<file path="config.mk">
export PLATFORM = sky130hd
export DESIGN_NAME = muldiv_seq
export DESIGN_NICKNAME = d
export VERILOG_FILES = /design/src/rtl/muldiv_pkg.sv /design/src/rtl/div_iter.sv /design/src/rtl/muldiv_seq.sv
export SDC_FILE = /design/constraint.sdc
export NUM_CORES = 2
export LEC_CHECK = 0
export ABC_AREA = 1
export CAP_MARGIN = 20
export CORE_AREA = 2 2 440 442
export CTS_CLUSTER_SIZE = 16
export DETAILED_ROUTE_END_ITERATION = 10
export DIE_AREA = 0 0 442 444
export SKIP_CTS_REPAIR_TIMING = 1
export SLEW_MARGIN = 10
export SYNTH_ARGS = -nofsm -noshare
export SYNTH_HDL_FRONTEND = slang
export SYNTH_SLANG_ARGS = --single-unit
</file>
<file path="constraint.sdc">
create_clock -name clock -period 20.2 [get_ports clock]
set_input_delay 6.06 -clock clock [delete_from_list [all_inputs] [get_ports clock]]
set_output_delay 6.06 -clock clock [all_outputs]
set_load 0.005 [all_outputs]
</file>
<file path="src/rtl/muldiv_pkg.sv">
// Shared types for the sequential M-extension multiply/divide unit.
// Op codes follow the funct3 encoding of the RISC-V M extension.
// FSM state encoding is shared so the top and any debug taps agree.
package muldiv_pkg;

  typedef enum logic [2:0] {
    MD_MUL    = 3'b000,
    MD_MULH   = 3'b001,
    MD_MULHSU = 3'b010,
    MD_MULHU  = 3'b011,
    MD_DIV    = 3'b100,
    MD_DIVU   = 3'b101,
    MD_REM    = 3'b110,
    MD_REMU   = 3'b111
  } md_func_t;

  typedef enum logic [2:0] {
    ST_IDLE = 3'd0,
    ST_MUL  = 3'd1,
    ST_DIV  = 3'd2,
    ST_FIX  = 3'd3,
    ST_DONE = 3'd4
  } md_state_t;

  // True for the four divide/remainder op codes.
  function automatic logic is_div(input md_func_t f);
    return f inside {MD_DIV, MD_DIVU, MD_REM, MD_REMU};
  endfunction

endpackage

</file>
<file path="src/rtl/div_iter.sv">
// Serial unsigned restoring divider: one quotient bit per clock after load.
// Latency: DWIDTH edges from the load edge; last is high before the final step.
// No backpressure: a new load restarts it, results hold once the count expires.
module div_iter #(
  parameter int DWIDTH = 32
) (
  input  logic              clock,
  input  logic              reset,
  input  logic              load,
  input  logic [DWIDTH-1:0] dividend,
  input  logic [DWIDTH-1:0] divisor,
  output logic [DWIDTH-1:0] quotient,
  output logic [DWIDTH-1:0] remainder,
  output logic              last
);

  localparam int CW = $clog2(DWIDTH + 1);

  logic [DWIDTH-1:0] r_rem;
  logic [DWIDTH-1:0] r_quo;
  logic [DWIDTH-1:0] r_dvs;
  logic [CW-1:0]     r_cnt;

  logic [DWIDTH:0]   w_shift;
  logic [DWIDTH:0]   w_trial;

  // Partial remainder shifted left with the next dividend bit, then trial-subtracted.
  assign w_shift = {r_rem, r_quo[DWIDTH-1]};
  assign w_trial = w_shift - {1'b0, r_dvs};

  // Load operands, then retire one quotient bit per edge until the count runs out.
  always_ff @(posedge clock) begin
    if (reset) begin
      r_rem <= '0;
      r_quo <= '0;
      r_dvs <= '0;
      r_cnt <= '0;
    end else if (load) begin
      r_rem <= '0;
      r_quo <= dividend;
      r_dvs <= divisor;
      r_cnt <= CW'(DWIDTH);
    end else if (r_cnt != '0) begin
      if (!w_trial[DWIDTH]) begin
        r_rem <= w_trial[DWIDTH-1:0];
        r_quo <= {r_quo[DWIDTH-2:0], 1'b1};
      end else begin
        r_rem <= w_shift[DWIDTH-1:0];
        r_quo <= {r_quo[DWIDTH-2:0], 1'b0};
      end
      r_cnt <= r_cnt - CW'(1);
    end
  end

  assign quotient  = r_quo;
  assign remainder = r_rem;
  assign last      = (r_cnt == CW'(1));

endmodule

</file>
<file path="src/rtl/muldiv_seq.sv">
// Sequential RISC-V M-extension unit: MUL/MULH/MULHSU/MULHU/DIV/DIVU/REM/REMU.
// Latency: multiplies and divide special cases 2 edges, regular divides DWIDTH+2.
// Start is only taken while busy is low; kill aborts, the pipeline stalls on busy.
module muldiv_seq
  import muldiv_pkg::*;
#(
  parameter int DWIDTH    = 32,
  parameter int FRAC_BITS = 29
) (
  input  logic              clock,
  input  logic              reset,
  input  logic              start,
  input  logic              kill,
  input  logic [2:0]        MDFunc,
  input  logic [DWIDTH-1:0] A,
  input  logic [DWIDTH-1:0] B,
  output logic [DWIDTH-1:0] MDOut,
  output logic              busy,
  output logic              done
);

  localparam logic [DWIDTH-1:0] MOST_NEG = {1'b1, {(DWIDTH-1){1'b0}}};

  md_state_t           r_state;
  md_func_t            r_func;
  logic [DWIDTH-1:0]   r_a;
  logic [DWIDTH-1:0]   r_b;
  logic [2*DWIDTH-1:0] r_prod;
  logic [DWIDTH-1:0]   r_res;
  logic                r_ph;
  logic [DWIDTH-1:0]   r_mdout;
  logic                r_busy;
  logic                r_done;

  // Input-side decode used on the accepting edge.
  md_func_t          w_in_func;
  logic              w_in_sgn;
  logic              w_in_special;
  logic              w_accept;
  logic              w_div_load;
  logic [DWIDTH-1:0] w_a_mag;
  logic [DWIDTH-1:0] w_b_mag;

  assign w_in_func    = md_func_t'(MDFunc);
  assign w_in_sgn     = ~MDFunc[0];
  assign w_in_special = (B == '0) | (w_in_sgn & (A == MOST_NEG) & (B == '1));
  assign w_a_mag      = (w_in_sgn && A[DWIDTH-1]) ? -A : A;
  assign w_b_mag      = (w_in_sgn && B[DWIDTH-1]) ? -B : B;
  assign w_accept     = start & ~r_busy & ~kill & ((r_state == ST_IDLE) | (r_state == ST_DONE));
  assign w_div_load   = w_accept & is_div(w_in_func) & ~w_in_special;

  // Multiply datapath: sign-extend each operand according to the op, then one wide multiply.
  logic                w_a_sgn;
  logic                w_b_sgn;
  logic [2*DWIDTH-1:0] w_a_ext;
  logic [2*DWIDTH-1:0] w_b_ext;
  logic [2*DWIDTH-1:0] w_prod;
  logic [DWIDTH-1:0]   w_mul_res;

  assign w_a_sgn = (r_func == MD_MUL) | (r_func == MD_MULH) | (r_func == MD_MULHSU);
  assign w_b_sgn = (r_func == MD_MUL) | (r_func == MD_MULH);
  assign w_a_ext = {{DWIDTH{w_a_sgn & r_a[DWIDTH-1]}}, r_a};
  assign w_b_ext = {{DWIDTH{w_b_sgn & r_b[DWIDTH-1]}}, r_b};
  assign w_prod  = w_a_ext * w_b_ext;

  // Pick the result word: low half, fixed-point MULH window, or high half.
  always_comb begin
    w_mul_res = r_prod[2*DWIDTH-1:DWIDTH];
    case (r_func)
      MD_MUL:  w_mul_res = r_prod[DWIDTH-1:0];
      MD_MULH: w_mul_res = r_prod[FRAC_BITS +: DWIDTH];
      default: w_mul_res = r_prod[2*DWIDTH-1:DWIDTH];
    endcase
  end

  // Divide datapath: the core works on magnitudes, signs are restored in FIX.
  logic [DWIDTH-1:0] w_quo;
  logic [DWIDTH-1:0] w_rem;
  logic              w_last;

  div_iter #(
    .DWIDTH (DWIDTH)
  ) u_div_iter (
    .clock     (clock),
    .reset     (reset),
    .load      (w_div_load),
    .dividend  (w_a_mag),
    .divisor   (w_b_mag),
    .quotient  (w_quo),
    .remainder (w_rem),
    .last      (w_last)
  );

  logic              w_r_sgn;
  logic              w_r_dz;
  logic              w_r_ovf;
  logic              w_neg_q;
  logic              w_neg_r;
  logic [DWIDTH-1:0] w_fix_res;

  assign w_r_sgn = ~r_func[0];
  assign w_r_dz  = (r_b == '0);
  assign w_r_ovf = w_r_sgn & (r_a == MOST_NEG) & (r_b == '1);
  assign w_neg_q = w_r_sgn & (r_a[DWIDTH-1] ^ r_b[DWIDTH-1]);
  assign w_neg_r = w_r_sgn & r_a[DWIDTH-1];

  // Final divide result: special cases first, else signed fix-up of quotient/remainder.
  always_comb begin
    w_fix_res = '0;
    if (w_r_dz) begin
      w_fix_res = r_func[1] ? r_a : '1;
    end else if (w_r_ovf) begin
      w_fix_res = r_func[1] ? '0 : r_a;
    end else if (r_func[1]) begin
      w_fix_res = w_neg_r ? -w_rem : w_rem;
    end else begin
      w_fix_res = w_neg_q ? -w_quo : w_quo;
    end
  end

  // Control FSM with registered result and handshake outputs; kill beats everything but reset.
  always_ff @(posedge clock) begin
    if (reset) begin
      r_state <= ST_IDLE;
      r_func  <= MD_MUL;
      r_a     <= '0;
      r_b     <= '0;
      r_prod  <= '0;
      r_res   <= '0;
      r_ph    <= 1'b0;
      r_mdout <= '0;
      r_busy  <= 1'b0;
      r_done  <= 1'b0;
    end else if (kill) begin
      r_state <= ST_IDLE;
      r_ph    <= 1'b0;
      r_busy  <= 1'b0;
      r_done  <= 1'b0;
    end else begin
      case (r_state)
        ST_IDLE, ST_DONE: begin
          r_done <= 1'b0;
          r_ph   <= 1'b0;
          if (w_accept) begin
            r_func <= w_in_func;
            r_a    <= A;
            r_b    <= B;
            r_busy <= 1'b1;
            if (!is_div(w_in_func)) begin
              r_state <= ST_MUL;
            end else if (w_in_special) begin
              r_state <= ST_FIX;
            end else begin
              r_state <= ST_DIV;
            end
          end else begin
            r_busy  <= 1'b0;
            r_state <= ST_IDLE;
          end
        end
        ST_MUL: begin
          if (!r_ph) begin
            r_prod <= w_prod;
            r_ph   <= 1'b1;
          end else begin
            r_mdout <= w_mul_res;
            r_done  <= 1'b1;
            r_busy  <= 1'b0;
            r_ph    <= 1'b0;
            r_state <= ST_DONE;
          end
        end
        ST_DIV: begin
          if (w_last) begin
            r_state <= ST_FIX;
          end
        end
        ST_FIX: begin
          if (!r_ph) begin
            r_res <= w_fix_res;
            r_ph  <= 1'b1;
          end else begin
            r_mdout <= r_res;
            r_done  <= 1'b1;
            r_busy  <= 1'b0;
            r_ph    <= 1'b0;
            r_state <= ST_DONE;
          end
        end
        default: begin
          r_state <= ST_IDLE;
          r_busy  <= 1'b0;
          r_done  <= 1'b0;
        end
      endcase
    end
  end

  assign MDOut = r_mdout;
  assign busy  = r_busy;
  assign done  = r_done;

endmodule

</file>
==> summary.md <==
| Metric | Value |
|---|---|
| Outcome | finished clean |
| Worst slack, placed | a little over 10 ns |
| Antenna viol nets, final | 0 |
| Top-count cell post-synth | inv_1 |
| Input/output buffers | about 100 |
| Layout Skew | between 0.03 and 0.04 ns |
| EDFF count, synth | 0 |
| Worst setup margin | roughly 10 ns |
| Drt wl/cell | 20.2 um |
| CTS tree | built |
| Core area | approximately 190000 um^2 |
| Relative slew slack | between 20 and 30% |
| Period minus WS final | between 10 and 15 ns |
| Residual DRC count | 0 |
| Clock slew seen by the registers of the worst setup and hold paths | roughly 0.060 ns |
| Post-synth top cells | 2022 x inv_1, 1970 x nand2_1, 1126 x fa_1 |
| Max Clk Rate | 99.7 MHz |
| Overall Global Routing Usage | between 20% and 30% |
| Global route total overflow | 0 |
| Final Hold Viols | 0 |
| Worst setup startpoint | r_a[31] |
| IO Pins | ~110 |
| # nets final | 9411 |
| Die W | ~440 um |
| Final std cells w/o fill | about 11000 |
| Final setup viols | 0 |
| Largest net degree at the start of global routing | slightly below 80 |
| Async set-reset flop share out of synthesis | 0% |
| Initial antenna violation count | 7 |
| Critical Path AT | 10.52 ns |
| Dominant cells by area after synthesis | fa_1 38%, inv_1 13%, nand2_1 13% |
| CP max stage delay | approximately 0.9 ns |
| Worst VDD drop | about 140 uV |
| Final wirelength | 213000 um |
| Crit path required time | a little over 20 ns |
| TritonCTS Buffers | 37 |
| Most frequent CP cell | inv_1 |
| Placed insts | between 10000 and 15000 |
| Area Growth Syn to Fin | 7.72% |
| DR iter-0 viols | roughly 4000 |
| Root Driver | clkbuf_16 |
| Htree depth | 2 |
| Yosys top cell area share | 38.2% |
| Initial core utilization | between 30% and 40% |
| MaxCap Viol Count | 0 |
| Clk sink count | 303 |
| Post-synthesis sequential area ratio | about a tenth |
| Vias | just over 50000 |
| Fin crit share | between 40 and 50% |
| Final Instance Area | approximately 64000 um^2 |
| Power Dens Cells | roughly 91 nW/um^2 |
| RR Endpoint | r_prod[62] |
| Post-Syn Area per Cell | 7.25 um^2 |
| Clock Latency Late Sink | roughly 0.6 ns |
| Critical Path Fanout Max | 37 |
| Class of the worst hold path | reg2reg |
| Die area | around 200000 um^2 |
| CP Launch Type | flop |
| Final Max Slew Viols | 0 |
| Cell Rows | 161 |
| R2R Setup Slk | 10.17 ns |
| Vias in the first global route | roughly 54000 |
| Layout cells sized above 1 | ~2.6% |
| Via density | approximately 4.9 |
| First-pass GRT wire length | around 330000 um |
| RSZ-0062 raised after global routing | no |
| Hpwl dp | about 170000 um |
| Gpl congestion | a little under 1 |
| Synth warn | 0 |
| Maximum buffer depth of the clock tree | 3 |
| Setup TNS | 0 ns |
| Setup crit end | r_prod[62] |
| Placed Area | 62200 um^2 |
| Yosys reg bits | 303 |
| Synth area leader | fa_1 |
| Post-synth top flop | dfxtp_1 |
| Synth Cell Area | 59000 um^2 |
| Worst setup EP type | flop |
| Post-synthesis instance total | between 8000 and 9000 |
| Final core area utilization | about a third |
| Post-synthesis cell type count | 48 |
| Worst path slowest cell | fa_1 |
| Leak | around 32 nW |
| FF-to-FF Start | r_a[31] |
| First drt pass iteration count | 6 |
| Least-Margin Pin Slew | 1.06 ns |
| Reg2reg path depth | 32 |
| Die Y | 444 um |
| Post-synthesis net count | roughly 9600 |
| WS Path Type | reg2reg |
-- area by class of cell --
| class | count | area, um^2 |
|---|---|---|
| Clock inverter | 17 | 259 |
| Antenna cell | 3 | 7.51 |
| Timing Repair Buffer | 197 | 1740 |
| Fill cell | 20520 | 128000 |
| Multi-Input combinational cell | 5386 | 43600 |
| Inverter | 2037 | 7650 |
| Clock buffer | 49 | 1040 |
| Tap cell | 2526 | 3160 |
| Sequential cell | 303 | 6070 |
-- routing by layer --
layer / global-route usage (%) / vias up / wire, um
li1: - / 23650 / -
met1: 26.7 / 26095 / 85600
met2: 38.3 / 1776 / 104000
met3: 2.33 / 461 / 12000
met4: 9.57 / 6 / 10700
met5: 0 / - / 41
-- flip-flops by register name, summed over array words and instances (netlist names) --
name                  count
r_prod                   64
u_div_iter.r_cnt          6
busy                      1
r_ph                      1
r_res                    32
r_b                      32
MDOut                    32
u_div_iter.quotient      32
u_div_iter.remainder     32
u_div_iter.r_dvs         32
r_a                      32
r_func                    3
done                      1
r_state                   3
-- through the flow --
stage	power [W]	hold WS, ns
3_3_place_gp	0.00508	0.444
6_report	0.00581	0.459
3_5_place_dp	0.00508	0.450
4_1_cts	0.00585	0.459
5_1_grt	0.00639	0.483
2_1_floorplan	0.00361	0.430
-- report_power, final --
part	switching (W)	leakage, nW	internal [W]
registers	0.0000801	2.47	0.000652
logic	0.00297	28.7	0.00137
clock network	0.000313	0.637	0.000422
total	0.00337	31.8	0.00244
-- cells by family (layout without fill, tap and decap cells) --
group	after synthesis	in the layout	share of synthesized area [%]
flops	303	303	10.3
compound gates	944	944	8.55
other cells	0	3	0
fa+ha+maj	1378	1378	43.6
xor+xnor	99	99	1.47
simple gates	2965	2965	20.3
buf+inv	2450	2300	15.8
-- worst min path at each step --
stage | endpoint | from | slack, ns | depth (start not counted)
floorplan | r_prod[1] | r_prod[1] | 0.43 | 2
global placement | r_prod[6] | r_prod[6] | 0.44 | 2
detailed placement | r_prod[6] | r_prod[6] | 0.45 | 2
CTS | r_prod[6] | r_prod[6] | 0.46 | 2
global route | r_prod[6] | r_prod[6] | 0.48 | 2
finish | r_prod[2] | r_prod[2] | 0.46 | 2
-- critical path: cells and delay by family, from the launching register on --
family | cells | cell delay, ns
and+or+nand+nor | 10 | 1.83
buffers and inverters | 12 | 2.35
DFF | 1 | 0.30
adders and majority gates | 9 | 5.20
AOI/OAI and AO/OA | 1 | 0.21
-- cell usage in the layout (no fill, tap or decap), types with 5 or more instances in the layout --
| cell type | count |
|---|---|
| inv_1 | 2020 |
| nand2_1 | 1970 |
| fa_1 | 1126 |
| nor2_1 | 504 |
| a21oi_1 | 397 |
| o21ai_0 | 387 |
| nand3_1 | 305 |
| dfxtp_1 | 299 |
| ha_1 | 252 |
| clkdlybuf4s50_1 | 103 |
| buf_4 | 92 |
| nand4_1 | 85 |
| xor2_1 | 81 |
| a31oi_1 | 55 |
| nor3_1 | 47 |
| clkbuf_16 | 37 |
| o21bai_1 | 27 |
| o22ai_1 | 24 |
| xnor2_1 | 18 |
| nor4_1 | 13 |
| or2_2 | 12 |
| a21o_1 | 12 |
| o211ai_1 | 10 |
| inv_2 | 9 |
| o221ai_1 | 8 |
| clkinv_2 | 7 |
| clkbuf_8 | 7 |
| o31ai_1 | 6 |
| o21a_1 | 6 |
| nand2_2 | 5 |
| nor2_2 | 5 |
| nand3b_1 | 5 |
| clkbuf_1 | 5 |
No activity file was read; power rests on OpenSTA's default activity.
